==> config.mk <==
export PLATFORM = sky130hd
export DESIGN_NAME = ttt_game_ctrl_flat
export DESIGN_NICKNAME = d
export VERILOG_FILES = /design/src/rtl/ttt_game_ctrl_if.sv /design/src/rtl/ttt_game_ctrl.sv /design/src/flat_wrapper.sv
export SDC_FILE = /design/constraint.sdc
export NUM_CORES = 1
export LEC_CHECK = 0
export CAP_MARGIN = 20
export CORE_ASPECT_RATIO = 1.2
export CORE_MARGIN = 5
export CORE_UTILIZATION = 40
export CTS_CLUSTER_DIAMETER = 80
export DETAILED_ROUTE_END_ITERATION = 16
export PLACE_DENSITY = 0.65
export SLEW_MARGIN = 20
export SYNTH_ARGS = -nofsm -noshare
export SYNTH_HDL_FRONTEND = slang
export SYNTH_SLANG_ARGS = --single-unit
==> constraint.sdc <==
create_clock -name clk -period 7 [get_ports clk]
set_input_delay 1.4 -clock clk [delete_from_list [all_inputs] [get_ports clk]]
set_output_delay 1.4 -clock clk [all_outputs]
set_load 0.02 [all_outputs]
==> src/rtl/ttt_game_ctrl_if.sv <==
// Player/board/status bundle for the tic-tac-toe turn controller.
// The controller connects through the slave modport; whoever owns the
// players and the board datapath connects through the master modport.
interface ttt_game_ctrl_if;
  logic       new_game;

  logic       a_req;
  logic [1:0] a_row;
  logic [1:0] a_col;
  logic       a_ack;
  logic       a_nack;

  logic       b_req;
  logic [1:0] b_row;
  logic [1:0] b_col;
  logic       b_ack;
  logic       b_nack;

  logic [8:0] brd_valid;
  logic [1:0] brd_game_state;
  logic       brd_set;
  logic [1:0] brd_row;
  logic [1:0] brd_col;
  logic       brd_reset;

  logic       turn;
  logic       done;
  logic [1:0] result;
  logic [3:0] move_cnt;

  modport master (
    output new_game,
    output a_req, a_row, a_col,
    input  a_ack, a_nack,
    output b_req, b_row, b_col,
    input  b_ack, b_nack,
    output brd_valid, brd_game_state,
    input  brd_set, brd_row, brd_col, brd_reset,
    input  turn, done, result, move_cnt
  );

  modport slave (
    input  new_game,
    input  a_req, a_row, a_col,
    output a_ack, a_nack,
    input  b_req, b_row, b_col,
    output b_ack, b_nack,
    input  brd_valid, brd_game_state,
    output brd_set, brd_row, brd_col, brd_reset,
    output turn, done, result, move_cnt
  );
endinterface

==> src/rtl/ttt_game_ctrl.sv <==
// Tic-tac-toe turn sequencer and move arbiter.
// Player A (symbol 1) moves first, player B (symbol 0) second. Legal moves
// are acknowledged one cycle after the request, written to the board one
// cycle later (COMMIT), and the board's game_state is sampled one cycle
// after the write (SETTLE) to either pass the turn or end the game.
// Optional turn timeout: define TTT_TURN_TIMEOUT_EN to add the forfeit
// counter and the to_flag output.
module ttt_game_ctrl #(
  parameter int TURN_TIMEOUT = 1000,
  parameter int TO_W         = 10
) (
  input  logic           clk,
  input  logic           reset,
  ttt_game_ctrl_if.slave bus
`ifdef TTT_TURN_TIMEOUT_EN
  ,
  output logic           to_flag
`endif
);

  typedef enum logic [2:0] {
    CLEAR,
    A_TURN,
    B_TURN,
    COMMIT,
    SETTLE,
    OVER
  } state_t;

  state_t     state_q, state_d;
  logic       turn_q, turn_d;
  logic       done_q, done_d;
  logic [1:0] result_q, result_d;
  logic [3:0] moveCnt_q, moveCnt_d;
  logic [1:0] row_q, row_d;
  logic [1:0] col_q, col_d;
  logic       aAck_q, aAck_d;
  logic       aNack_q, aNack_d;
  logic       bAck_q, bAck_d;
  logic       bNack_q, bNack_d;

  logic       aLegal;
  logic       bLegal;
  logic       movePending;

`ifdef TTT_TURN_TIMEOUT_EN
  logic [TO_W-1:0] toCnt_q, toCnt_d;
  logic            toFlag_q, toFlag_d;
  logic            toExpired;
`endif

  // The timeout counter must be able to represent TURN_TIMEOUT.
  if (TURN_TIMEOUT >= (1 << TO_W)) begin : gToWidthCheck
    $error("TO_W is too narrow for TURN_TIMEOUT");
  end

  // A move is legal when both coordinates are 1..3 and the cell is empty.
  // The occupancy vector is zero-padded so an out-of-range index reads 0.
  function automatic logic moveLegal(input logic [1:0] row,
                                     input logic [1:0] col,
                                     input logic [8:0] occ);
    logic [15:0] occPad;
    logic [3:0]  idx;
    occPad = {7'd0, occ};
    idx    = ({2'd0, row} - 4'd1) * 4'd3 + ({2'd0, col} - 4'd1);
    return (row != 2'd0) && (col != 2'd0) && !occPad[idx];
  endfunction

  assign aLegal      = moveLegal(bus.a_row, bus.a_col, bus.brd_valid);
  assign bLegal      = moveLegal(bus.b_row, bus.b_col, bus.brd_valid);
  // An ack in flight means the turn state is only waiting to enter COMMIT.
  assign movePending = aAck_q | bAck_q;

`ifdef TTT_TURN_TIMEOUT_EN
  assign toExpired = (toCnt_q == TO_W'(TURN_TIMEOUT - 1));
`endif

  // Next-state, arbitration and status update; every request is nacked unless a turn state accepts it.
  always_comb begin
    state_d   = state_q;
    turn_d    = turn_q;
    done_d    = done_q;
    result_d  = result_q;
    moveCnt_d = moveCnt_q;
    row_d     = row_q;
    col_d     = col_q;
    aAck_d    = 1'b0;
    aNack_d   = bus.a_req;
    bAck_d    = 1'b0;
    bNack_d   = bus.b_req;
`ifdef TTT_TURN_TIMEOUT_EN
    toCnt_d   = '0;
    toFlag_d  = 1'b0;
`endif

    if (bus.new_game) begin
      state_d   = CLEAR;
      turn_d    = 1'b0;
      done_d    = 1'b0;
      result_d  = 2'b00;
      moveCnt_d = 4'd0;
    end else begin
      case (state_q)
        CLEAR: begin
          state_d   = A_TURN;
          turn_d    = 1'b0;
          done_d    = 1'b0;
          result_d  = 2'b00;
          moveCnt_d = 4'd0;
        end

        A_TURN, B_TURN: begin
`ifdef TTT_TURN_TIMEOUT_EN
          toCnt_d = toCnt_q + 1'b1;
`endif
          if (movePending) begin
            state_d = COMMIT;
          end else if (state_q == A_TURN) begin
            if (bus.a_req && aLegal) begin
              aAck_d  = 1'b1;
              aNack_d = 1'b0;
              row_d   = bus.a_row;
              col_d   = bus.a_col;
            end
`ifdef TTT_TURN_TIMEOUT_EN
            else if (toExpired) begin
              state_d  = OVER;
              result_d = 2'b10;
              done_d   = 1'b1;
              toFlag_d = 1'b1;
            end
`endif
          end else begin
            if (bus.b_req && bLegal) begin
              bAck_d  = 1'b1;
              bNack_d = 1'b0;
              row_d   = bus.b_row;
              col_d   = bus.b_col;
            end
`ifdef TTT_TURN_TIMEOUT_EN
            else if (toExpired) begin
              state_d  = OVER;
              result_d = 2'b01;
              done_d   = 1'b1;
              toFlag_d = 1'b1;
            end
`endif
          end
        end

        COMMIT: begin
          state_d = SETTLE;
          if (moveCnt_q != 4'd9) begin
            moveCnt_d = moveCnt_q + 4'd1;
          end
        end

        SETTLE: begin
          if (bus.brd_game_state == 2'b00) begin
            turn_d  = ~turn_q;
            state_d = turn_q ? A_TURN : B_TURN;
          end else begin
            result_d = bus.brd_game_state;
            done_d   = 1'b1;
            state_d  = OVER;
          end
        end

        OVER: begin
          state_d = OVER;
        end

        default: begin
          state_d = CLEAR;
        end
      endcase
    end
  end

  // State and output registers with synchronous reset into CLEAR.
  always_ff @(posedge clk) begin
    if (reset) begin
      state_q   <= CLEAR;
      turn_q    <= 1'b0;
      done_q    <= 1'b0;
      result_q  <= 2'b00;
      moveCnt_q <= 4'd0;
      row_q     <= 2'd0;
      col_q     <= 2'd0;
      aAck_q    <= 1'b0;
      aNack_q   <= 1'b0;
      bAck_q    <= 1'b0;
      bNack_q   <= 1'b0;
    end else begin
      state_q   <= state_d;
      turn_q    <= turn_d;
      done_q    <= done_d;
      result_q  <= result_d;
      moveCnt_q <= moveCnt_d;
      row_q     <= row_d;
      col_q     <= col_d;
      aAck_q    <= aAck_d;
      aNack_q   <= aNack_d;
      bAck_q    <= bAck_d;
      bNack_q   <= bNack_d;
    end
  end

`ifdef TTT_TURN_TIMEOUT_EN
  // Turn timeout counter and forfeit pulse.
  always_ff @(posedge clk) begin
    if (reset) begin
      toCnt_q  <= '0;
      toFlag_q <= 1'b0;
    end else begin
      toCnt_q  <= toCnt_d;
      toFlag_q <= toFlag_d;
    end
  end

  assign to_flag = toFlag_q;
`endif

  assign bus.a_ack     = aAck_q;
  assign bus.a_nack    = aNack_q;
  assign bus.b_ack     = bAck_q;
  assign bus.b_nack    = bNack_q;
  assign bus.brd_reset = (state_q == CLEAR);
  assign bus.brd_set   = (state_q == COMMIT);
  assign bus.brd_row   = row_q;
  assign bus.brd_col   = col_q;
  assign bus.turn      = turn_q;
  assign bus.done      = done_q;
  assign bus.result    = result_q;
  assign bus.move_cnt  = moveCnt_q;

endmodule

==> src/flat_wrapper.sv <==
// flat-port wrapper written by rule: the top's interface ports become plain ports
module ttt_game_ctrl_flat 
#(
  parameter int TURN_TIMEOUT = 1000,
  parameter int TO_W         = 10
)
  (clk, reset, bus_new_game, bus_a_req, bus_a_row, bus_a_col, bus_a_ack, bus_a_nack, bus_b_req, bus_b_row, bus_b_col, bus_b_ack, bus_b_nack, bus_brd_valid, bus_brd_game_state, bus_brd_set, bus_brd_row, bus_brd_col, bus_brd_reset, bus_turn, bus_done, bus_result, bus_move_cnt);
  ttt_game_ctrl_if bus_i ();
  input  logic clk;
  input  logic reset;
  input wire logic [$bits(bus_i.new_game)-1:0] bus_new_game;
  input wire logic [$bits(bus_i.a_req)-1:0] bus_a_req;
  input wire logic [$bits(bus_i.a_row)-1:0] bus_a_row;
  input wire logic [$bits(bus_i.a_col)-1:0] bus_a_col;
  output wire logic [$bits(bus_i.a_ack)-1:0] bus_a_ack;
  output wire logic [$bits(bus_i.a_nack)-1:0] bus_a_nack;
  input wire logic [$bits(bus_i.b_req)-1:0] bus_b_req;
  input wire logic [$bits(bus_i.b_row)-1:0] bus_b_row;
  input wire logic [$bits(bus_i.b_col)-1:0] bus_b_col;
  output wire logic [$bits(bus_i.b_ack)-1:0] bus_b_ack;
  output wire logic [$bits(bus_i.b_nack)-1:0] bus_b_nack;
  input wire logic [$bits(bus_i.brd_valid)-1:0] bus_brd_valid;
  input wire logic [$bits(bus_i.brd_game_state)-1:0] bus_brd_game_state;
  output wire logic [$bits(bus_i.brd_set)-1:0] bus_brd_set;
  output wire logic [$bits(bus_i.brd_row)-1:0] bus_brd_row;
  output wire logic [$bits(bus_i.brd_col)-1:0] bus_brd_col;
  output wire logic [$bits(bus_i.brd_reset)-1:0] bus_brd_reset;
  output wire logic [$bits(bus_i.turn)-1:0] bus_turn;
  output wire logic [$bits(bus_i.done)-1:0] bus_done;
  output wire logic [$bits(bus_i.result)-1:0] bus_result;
  output wire logic [$bits(bus_i.move_cnt)-1:0] bus_move_cnt;
  assign bus_i.new_game = bus_new_game;
  assign bus_i.a_req = bus_a_req;
  assign bus_i.a_row = bus_a_row;
  assign bus_i.a_col = bus_a_col;
  assign bus_a_ack = bus_i.a_ack;
  assign bus_a_nack = bus_i.a_nack;
  assign bus_i.b_req = bus_b_req;
  assign bus_i.b_row = bus_b_row;
  assign bus_i.b_col = bus_b_col;
  assign bus_b_ack = bus_i.b_ack;
  assign bus_b_nack = bus_i.b_nack;
  assign bus_i.brd_valid = bus_brd_valid;
  assign bus_i.brd_game_state = bus_brd_game_state;
  assign bus_brd_set = bus_i.brd_set;
  assign bus_brd_row = bus_i.brd_row;
  assign bus_brd_col = bus_i.brd_col;
  assign bus_brd_reset = bus_i.brd_reset;
  assign bus_turn = bus_i.turn;
  assign bus_done = bus_i.done;
  assign bus_result = bus_i.result;
  assign bus_move_cnt = bus_i.move_cnt;
  ttt_game_ctrl #(.TURN_TIMEOUT(TURN_TIMEOUT), .TO_W(TO_W)) u_core (.clk(clk), .reset(reset), .bus(bus_i));
endmodule
==> summary.md, run 1 <==
| Metric | Value |
|---|---|
| Maxcap violations | 0 |
| Die area | 5204 sq um |
| I/O pin count | 42 |
| Pre-antenna DRT Iters | 6 |
| Part of the power in the clock network | around 25% |
| Routed vias | between 1,000 and 1,500 |
| IO buf count | 41 |
| Post-route minimum period | 4.575 ns |
| Post-synth ARST share | 0% |
| Startpoint types | primary input |
| Post-synth net total | 217 |
| Routed Antenna Nets | 0 |
| WL final | 3515 um |
| Comb pwr share | 37.1% |
| P&R area growth vs syn | 31.71% |
| #FFs+latches synth | 19 |
| Worst-path cell chain | clkdlybuf4s50_1, inv_1, ha_1, xnor2_1, xnor2_1, ha_1, inv_1, fa_1, nor2b_1, a22oi_1, nand4b_1, a311o_2, o221a_1 |
| Required time of the critical path | 7.13 ns |
| # Post-CTS Setup Buffers | 0 |
| Predominant post-synthesis flop cell | dfxtp_1 |
| Layout cells sized above 1 | 7.512% |
| Nets | roughly 260 |
| Clock Pin Slew Worst Setup and Hold Paths | approximately 0.070 ns |
| Mapped Area | 1543 sq um |
| Unrepaired setup endpoints after global routing | false |
| Setup-failing EPs final | 0 |
| Peak VDD IR | between 0.06 and 0.07 mV |
| P_sw | 88.11 uW |
| Initial drt markers | 35 |
| Sequential power share | 37.9% |
| Congestion Overflow GR | 0 |
| CTS tree | done |
| Die Y | 78.03 um |
| Hold Path End | u_core.bus.done$_SDFFE_PP0P_ |
| EDFF count, synth | 0 |
| Hold Vio Cnt, Final | 0 |
| Int Pwr | 206.3 uW |
| Class of the most critical setup path | primary input to flip-flop |
| Cell Rows | 24 |
| Mapped Cells | 173 |
| First-pass GRT wire length | 6127 um |
| Root buffer cell | clkbuf_8 |
| Reg-to-Reg End | u_core.bus.brd_row[1]$_SDFFE_PP0P_ |
| Starting density of the core | 41.77% |
| Skew final | 0.009457 ns |
| Die width | 66.69 um |
| H-tree Lvls | 1 |
| Slew headroom | about 75% |
| Leakage | 0.8299 nW |
| Worst slew pin tran | 0.3683 ns |
| Clock sinks | 19 |
| # resized after CTS | 0 |
| R2R Setup Slk | 5.12 ns |
| Ant diodes | 0 |
| Hpwl dp | about 3000 um |
| Run status | complete, no violations |
| Max Buffers Root-to-Sink | 2 |
| Synth cell types | 48 |
| Crit path largest cell delay | 0.51 ns |
| Largest net degree at the start of global routing | 13 |
| Clock Latency Late Sink | between 0.2 and 0.3 ns |
| Vias in the first global route | around 1,400 |
| Fmax | 218.6 MHz |
| Register area share after synthesis | around a quarter |
| Pwr dens | ~140 nW/um^2 |
| FF-to-FF path depth | 5 |
| Fin Hold WS | between 0.4 and 0.5 ns |
| Setup TNS | 0 ns |
| Drt via density | 5.117 |
| Cells on Worst Hold Path | 2 |
| Slowest cell on the critical path | clkdlybuf4s50_1 |
| Num CTS Buffers | 3 |
| DR WL/cell | 13.26 um |
| Mean post-synth cell area | 8.918 sq um |
| Yosys warning count | 0 |
| Final Max Slew Viols | 0 |
| CORE AREA | 3694 sq um |
| Final GP Congestion | approximately 0.82 |
| HP Start | u_core.bus.done$_SDFFE_PP0P_ |
| GRT Total Usage | 14.63% |
| Fill cell count | between 300 and 400 |
| Worst EP arrival | 4.71 ns |
| Drc violations | 0 |
| Final period util | 65.36% |
| R2r startpoint | u_core.state_q[0]$_SDFFE_PP0P_ |
| Worst min path class | flip-flop to flip-flop |
| Critical Path Sink Type | flip-flop |
| Initial antenna violation count | 0 |
| CTS Hold Bufs | 0 |
| Switching Fraction | 29.93% |
| Critical Path Fanout Max | 5 |
kinds of logic after synthesis:
family / after synthesis / share of synthesized area (%)
simple gates: 61 / 22.87
compound gates: 32 / 14.52
buf+inv: 22 / 6.164
fa+ha+maj: 20 / 17.19
flops: 19 / 24.66
xor+xnor: 10 / 6.651
mux: 9 / 7.948
routing by layer:
metal / up-vias / wire length, um / GRT usage [%]
met3: 4 / 119 / 1.429
met5: - / 0 / 0
met1: 627 / 1576 / 17.78
li1: 694 / - / -
met4: 0 / 52 / 4.878
met2: 31 / 1767 / 26.39
worst max path at each step:
| stage | depth (start not counted) | end | from |
|---|---|---|---|
| 2_1_floorplan | 12 | u_core.bus.brd_col[0]$_SDFFE_PP0P_ | bus_b_row[0] |
| 3_3_place_gp | 13 | u_core.bus.brd_row[0]$_SDFFE_PP0P_ | bus_a_row[0] |
| 3_5_place_dp | 13 | u_core.bus.brd_row[0]$_SDFFE_PP0P_ | bus_b_row[0] |
| 4_1_cts | 13 | u_core.bus.brd_row[0]$_SDFFE_PP0P_ | bus_b_row[0] |
| 5_1_grt | 13 | u_core.bus.brd_row[1]$_SDFFE_PP0P_ | bus_b_row[0] |
| 6_report | 13 | u_core.bus.brd_row[0]$_SDFFE_PP0P_ | bus_b_row[0] |
through the flow:
stage / setup WS, ns / area, sq um / cells / utilization (%) / total power, mW
3_5_place_dp: 2.163 / 1987 / 261 / 53.79 / 0.2234
3_3_place_gp: 2.394 / 1987 / 261 / 53.79 / 0.2201
4_1_cts: 2.425 / 2032 / 265 / 55.01 / 0.2964
2_1_floorplan: 3.020 / 1543 / 173 / - / 0.1906
5_1_grt: 2.233 / 2032 / 265 / 55.01 / 0.3124
6_report: 2.425 / 2032 / 265 / 55.01 / 0.2944
synthesized netlist by cell type, types with 3 or more instances:
cell,n,area [sq um]
a211oi_1,3,22.52
a21oi_1,11,55.05
dfxtp_1,19,380.4
ha_1,18,225.2
inv_1,16,60.06
mux2i_1,7,70.07
nand2_1,10,37.54
nand3_1,6,30.03
nor2_1,20,75.07
nor2b_1,3,18.77
o21ai_0,5,25.02
o221a_1,4,45.04
xnor2_1,7,61.31
cell usage in the layout (no fill, tap or decap), drive strengths merged, types with 3 or more instances in the layout:
cell type and count:
and3b 3, o21ai 6, dfxtp 19, inv 17
clkbuf 4, a211oi 3, nor3b 4, o221a 4
clkdlybuf4s50 41, nor2b 3, nand3 6, nand2 10
xnor2 8, mux2i 7, a21oi 11, nor2 20
nor3 3, ha 18
state kept, by name, summed over array words and instances, names as in the netlist, 2 cells and up:
register,flops
u_core.bus.result,2
u_core.bus.move_cnt,4
u_core.bus.brd_row,2
u_core.state_q,3
u_core.bus.brd_col,2
power groups by stage:
stage          Sequential [mW]  Combinational [mW]  Clock, mW
6_report                 0.112               0.109     0.0735
5_1_grt                  0.112               0.120     0.0800
4_1_cts                  0.112               0.110     0.0750
3_5_place_dp             0.114               0.109          0
3_3_place_gp             0.114               0.106          0
2_1_floorplan            0.115              0.0751          0
layout make-up:
cell class,instances,area [sq um],share of cell area [%]
clock buffer,4,45.04,2.217
inverter,17,63.81,3.140
multi-input combinational,132,1067,52.52
sequential,19,380.4,18.72
tap,52,65.06,3.202
timing repair buffer,41,410.4,20.20
critical path, delay by kind of cell:
kind                     cells  cell delay, ns
AND/OR/NAND/NOR              2            0.38
buffers and inverters        3            0.68
AO/OA/AOI/OAI                3            0.88
XOR/XNOR                     2            0.36
adder cells (fa/ha/maj)      3            0.99
No activity file was read; power rests on OpenSTA's default activity.
==> inputs of run 2 (changes only) <==
- PLACE_DENSITY: 0.65 -> 0.68
- clock period: 7 -> 4.2 ns (I/O delays scaled with it)
==> run 2 against run 1 <==
Against the previous run: count of clock-buffer cells in the layout fell by 1; combinational power rose by 66%; setup slack got worse by 2.2 ns; routed wire length rose by 1.9%; utilization rose by 0.24 points; critical endpoint unchanged; sequential power rose by 66%.
==> summary.md, run 2 (synthesis gave the netlist of run 1 again) <==
| Metric | Value |
|---|---|
| Slowest cell on the critical path | clkdlybuf4s50_1 (unchanged) |
| Clock Latency Late Sink | 0.25 ns (about the same) |
| CORE AREA | 3694 sq um (unchanged) |
| Vias in the first global route | 1,366 (was 1,402) |
| Class of the most critical setup path | primary input to flip-flop (unchanged) |
| Initial drt markers | 62 (was 35) |
| Drc violations | 0 (unchanged) |
| H-tree Lvls | 1 (unchanged) |
| Largest register FFs | 4 (unchanged) |
| Slew headroom | 75.26% (was 75.30%) |
| Required time of the critical path | 4.34 ns (was 7.13 ns) |
| Hold Vio Cnt, Final | 0 (unchanged) |
| Worst EP arrival | 4.07 ns (was 4.71 ns) |
| Final period util | 93.56% |
| Congestion Overflow GR | 0 (unchanged) |
| Int Pwr | 343.0 uW (was 206.3 uW) |
| Post-route minimum period | about 4 ns |
| Sequential power share | 38.1% (was 37.9%) |
| CTS Hold Bufs | 0 (unchanged) |
| Peak VDD IR | 0.1171 mV (was 0.06364 mV) |
| Clock sinks | 19 (unchanged) |
| Cell Rows | 24 (unchanged) |
| Skew final | 0.005816 ns (was 0.009457 ns) |
| Maxcap violations | 0 (unchanged) |
| First-pass GRT wire length | 5968 um (was 6127 um) |
| Layout cells sized above 1 | 8.411% (was 7.512%) |
| Nets | 259 (was 258) |
| P_sw | 145.8 uW (was 88.11 uW) |
| Hpwl dp | 3154 um (was 2997 um) |
| Num CTS Buffers | 3 (unchanged) |
| Critical Path Fanout Max | 5 (unchanged) |
| Commonest non-fill, non-tap cell in the layout | clkdlybuf4s50_1 (unchanged) |
| Ant diodes | 0 (unchanged) |
| Max Buffers Root-to-Sink | 2 (unchanged) |
| Die width | 66.69 um (unchanged) |
| # resized after CTS | 0 (unchanged) |
| Final Max Slew Viols | 0 (unchanged) |
| Die area | 5204 sq um (unchanged) |
| Drt via density | 5.263 (was 5.117) |
| Unrepaired setup endpoints after global routing | false (unchanged) |
| Fill cell count | 347 (was 374) |
| Pwr dens | 239.5 nW/um^2 (was 144.9 nW/um^2) |
| Routed vias | 1,400 (was 1,356) |
| Critical Path Sink Type | flip-flop (unchanged) |
| Largest net degree at the start of global routing | 13 (unchanged) |
| Final GP Congestion | 0.8507 (was 0.8205) |
| Startpoint types | primary input (unchanged) |
| Crit path largest cell delay | 0.51 ns (about the same) |
| Setup-failing EPs final | 0 (unchanged) |
| Routed Antenna Nets | 0 (unchanged) |
| Worst min path class | flip-flop to flip-flop (unchanged) |
| Root buffer cell | clkbuf_8 (unchanged) |
| Starting density of the core | 41.77% (unchanged) |
| DR WL/cell | 13.47 um (was 13.26 um) |
| Pre-antenna DRT Iters | 4 (was 6) |
| IO buf count | 41 (unchanged) |
| Final core occ | 55.25% (was 55.01%) |
| CTS tree | done (unchanged) |
| Run status | complete, no violations (unchanged) |
| Fmax | between 200 and 300 MHz |
| Worst-path cell chain | clkdlybuf4s50_1, inv_1, ha_1, xnor2_1, xnor2_1, ha_1, inv_1, fa_1, nor2b_1, a22oi_1, nand4b_1, a311o_2, o221a_1 (unchanged) |
| Setup TNS | 0 ns (unchanged) |
| CP top delay family | adder cells (unchanged) |
| Clock Pin Slew Worst Setup and Hold Paths | 0.07 ns (about the same) |
| Comb pwr share | 37.0% (was 37.1%) |
| I/O pin count | 42 (unchanged) |
| Most frequent cells in the layout | 41 x clkdlybuf4s50_1, 20 x nor2_1, 19 x dfxtp_1 (unchanged) |
| P&R area growth vs syn | 32.28% (was 31.71%) |
| GRT Total Usage | 14.09% (was 14.63%) |
| WP buf/inv | 3 (unchanged) |
| Switching Fraction | 29.82% (was 29.93%) |
| # Post-CTS Setup Buffers | 0 (unchanged) |
| Part of the power in the clock network | 24.9% (was 25.0%) |
| Initial antenna violation count | 0 (unchanged) |
| Die Y | 78.03 um (unchanged) |
| WL final | 3583 um (was 3515 um) |
| R2R Setup Slk | 2.32 ns (was 5.12 ns) |
| Worst slew pin tran | 0.3707 ns (was 0.3683 ns) |
| Leakage | 0.8375 nW (was 0.8299 nW) |
==> run 2: per-stage QoR <==
stage / total power, mW / std cells / cell area (sq um) / hold slack, ns / setup slack, ns
2_1_floorplan: 0.3177 / 173 / 1543 / 0.5345 / 0.7804
3_3_place_gp: 0.3655 / 262 / 1994 / 0.4442 / 0.1580
3_5_place_dp: 0.3717 / 262 / 1994 / 0.4516 / -0.02056
4_1_cts: 0.4931 / 266 / 2041 / 0.4611 / 0.2478
5_1_grt: 0.5195 / 266 / 2041 / 0.4838 / 0.09877
6_report: 0.4888 / 266 / 2041 / 0.4600 / 0.2704
==> run 2: power groups by stage <==
stage / Clock, mW / Sequential [mW] / Combinational (mW)
after global routing: 0.134 / 0.187 / 0.199
final: 0.122 / 0.186 / 0.181
after CTS: 0.125 / 0.186 / 0.182
after floorplan: 0 / 0.192 / 0.125
after global placement: 0 / 0.190 / 0.175
after detailed placement: 0 / 0.190 / 0.181
==> run 2: layout make-up <==
| cell class | instances | area [sq um] | share of cell area [%] |
|---|---|---|---|
| clock buffer | 3 | 41.29 | 2.023 |
| clock inverter | 1 | 5.005 | 0.2452 |
| timing repair buffer | 42 | 417.9 | 20.48 |
| tap | 52 | 65.06 | 3.188 |
| sequential | 19 | 380.4 | 18.64 |
| multi-input combinational | 132 | 1067 | 52.30 |
| inverter | 17 | 63.81 | 3.127 |
==> run 2: final timing paths <==
path,start,end,depth (start not counted)
worst max-delay path,bus_b_row[0],u_core.bus.brd_row[0]$_SDFFE_PP0P_,13
worst max register to register,u_core.state_q[0]$_SDFFE_PP0P_,u_core.bus.brd_row[1]$_SDFFE_PP0P_,5
worst min-delay path,u_core.bus.done$_SDFFE_PP0P_,u_core.bus.done$_SDFFE_PP0P_,2
worst min register to register,u_core.bus.done$_SDFFE_PP0P_,u_core.bus.done$_SDFFE_PP0P_,2
==> run 2: routing by layer <==
layer | GRT usage (%) | up-vias | part of all wire (%)
met5 | 0 | - | 0
met4 | 3.049 | 0 | 0.84
met3 | 2.143 | 4 | 5.9
met2 | 26.98 | 46 | 54
li1 | - | 692 | -
met1 | 15.96 | 658 | 39
==> run 2: worst reg2reg max path, cell delays in order (launching register included) <==
cell and delay (ns):
dfxtp_1 0.51, nor3b_4 0.43, and4_4 0.29, and3b_1 0.21, a311oi_2 0.08, o221a_1 0.27
==> inputs of run 3 (changes only) <==
- TNS_END_PERCENT: default -> 50
==> results of run 3 <==
The final DEF is identical to that of run 2; final timing and power are the same.
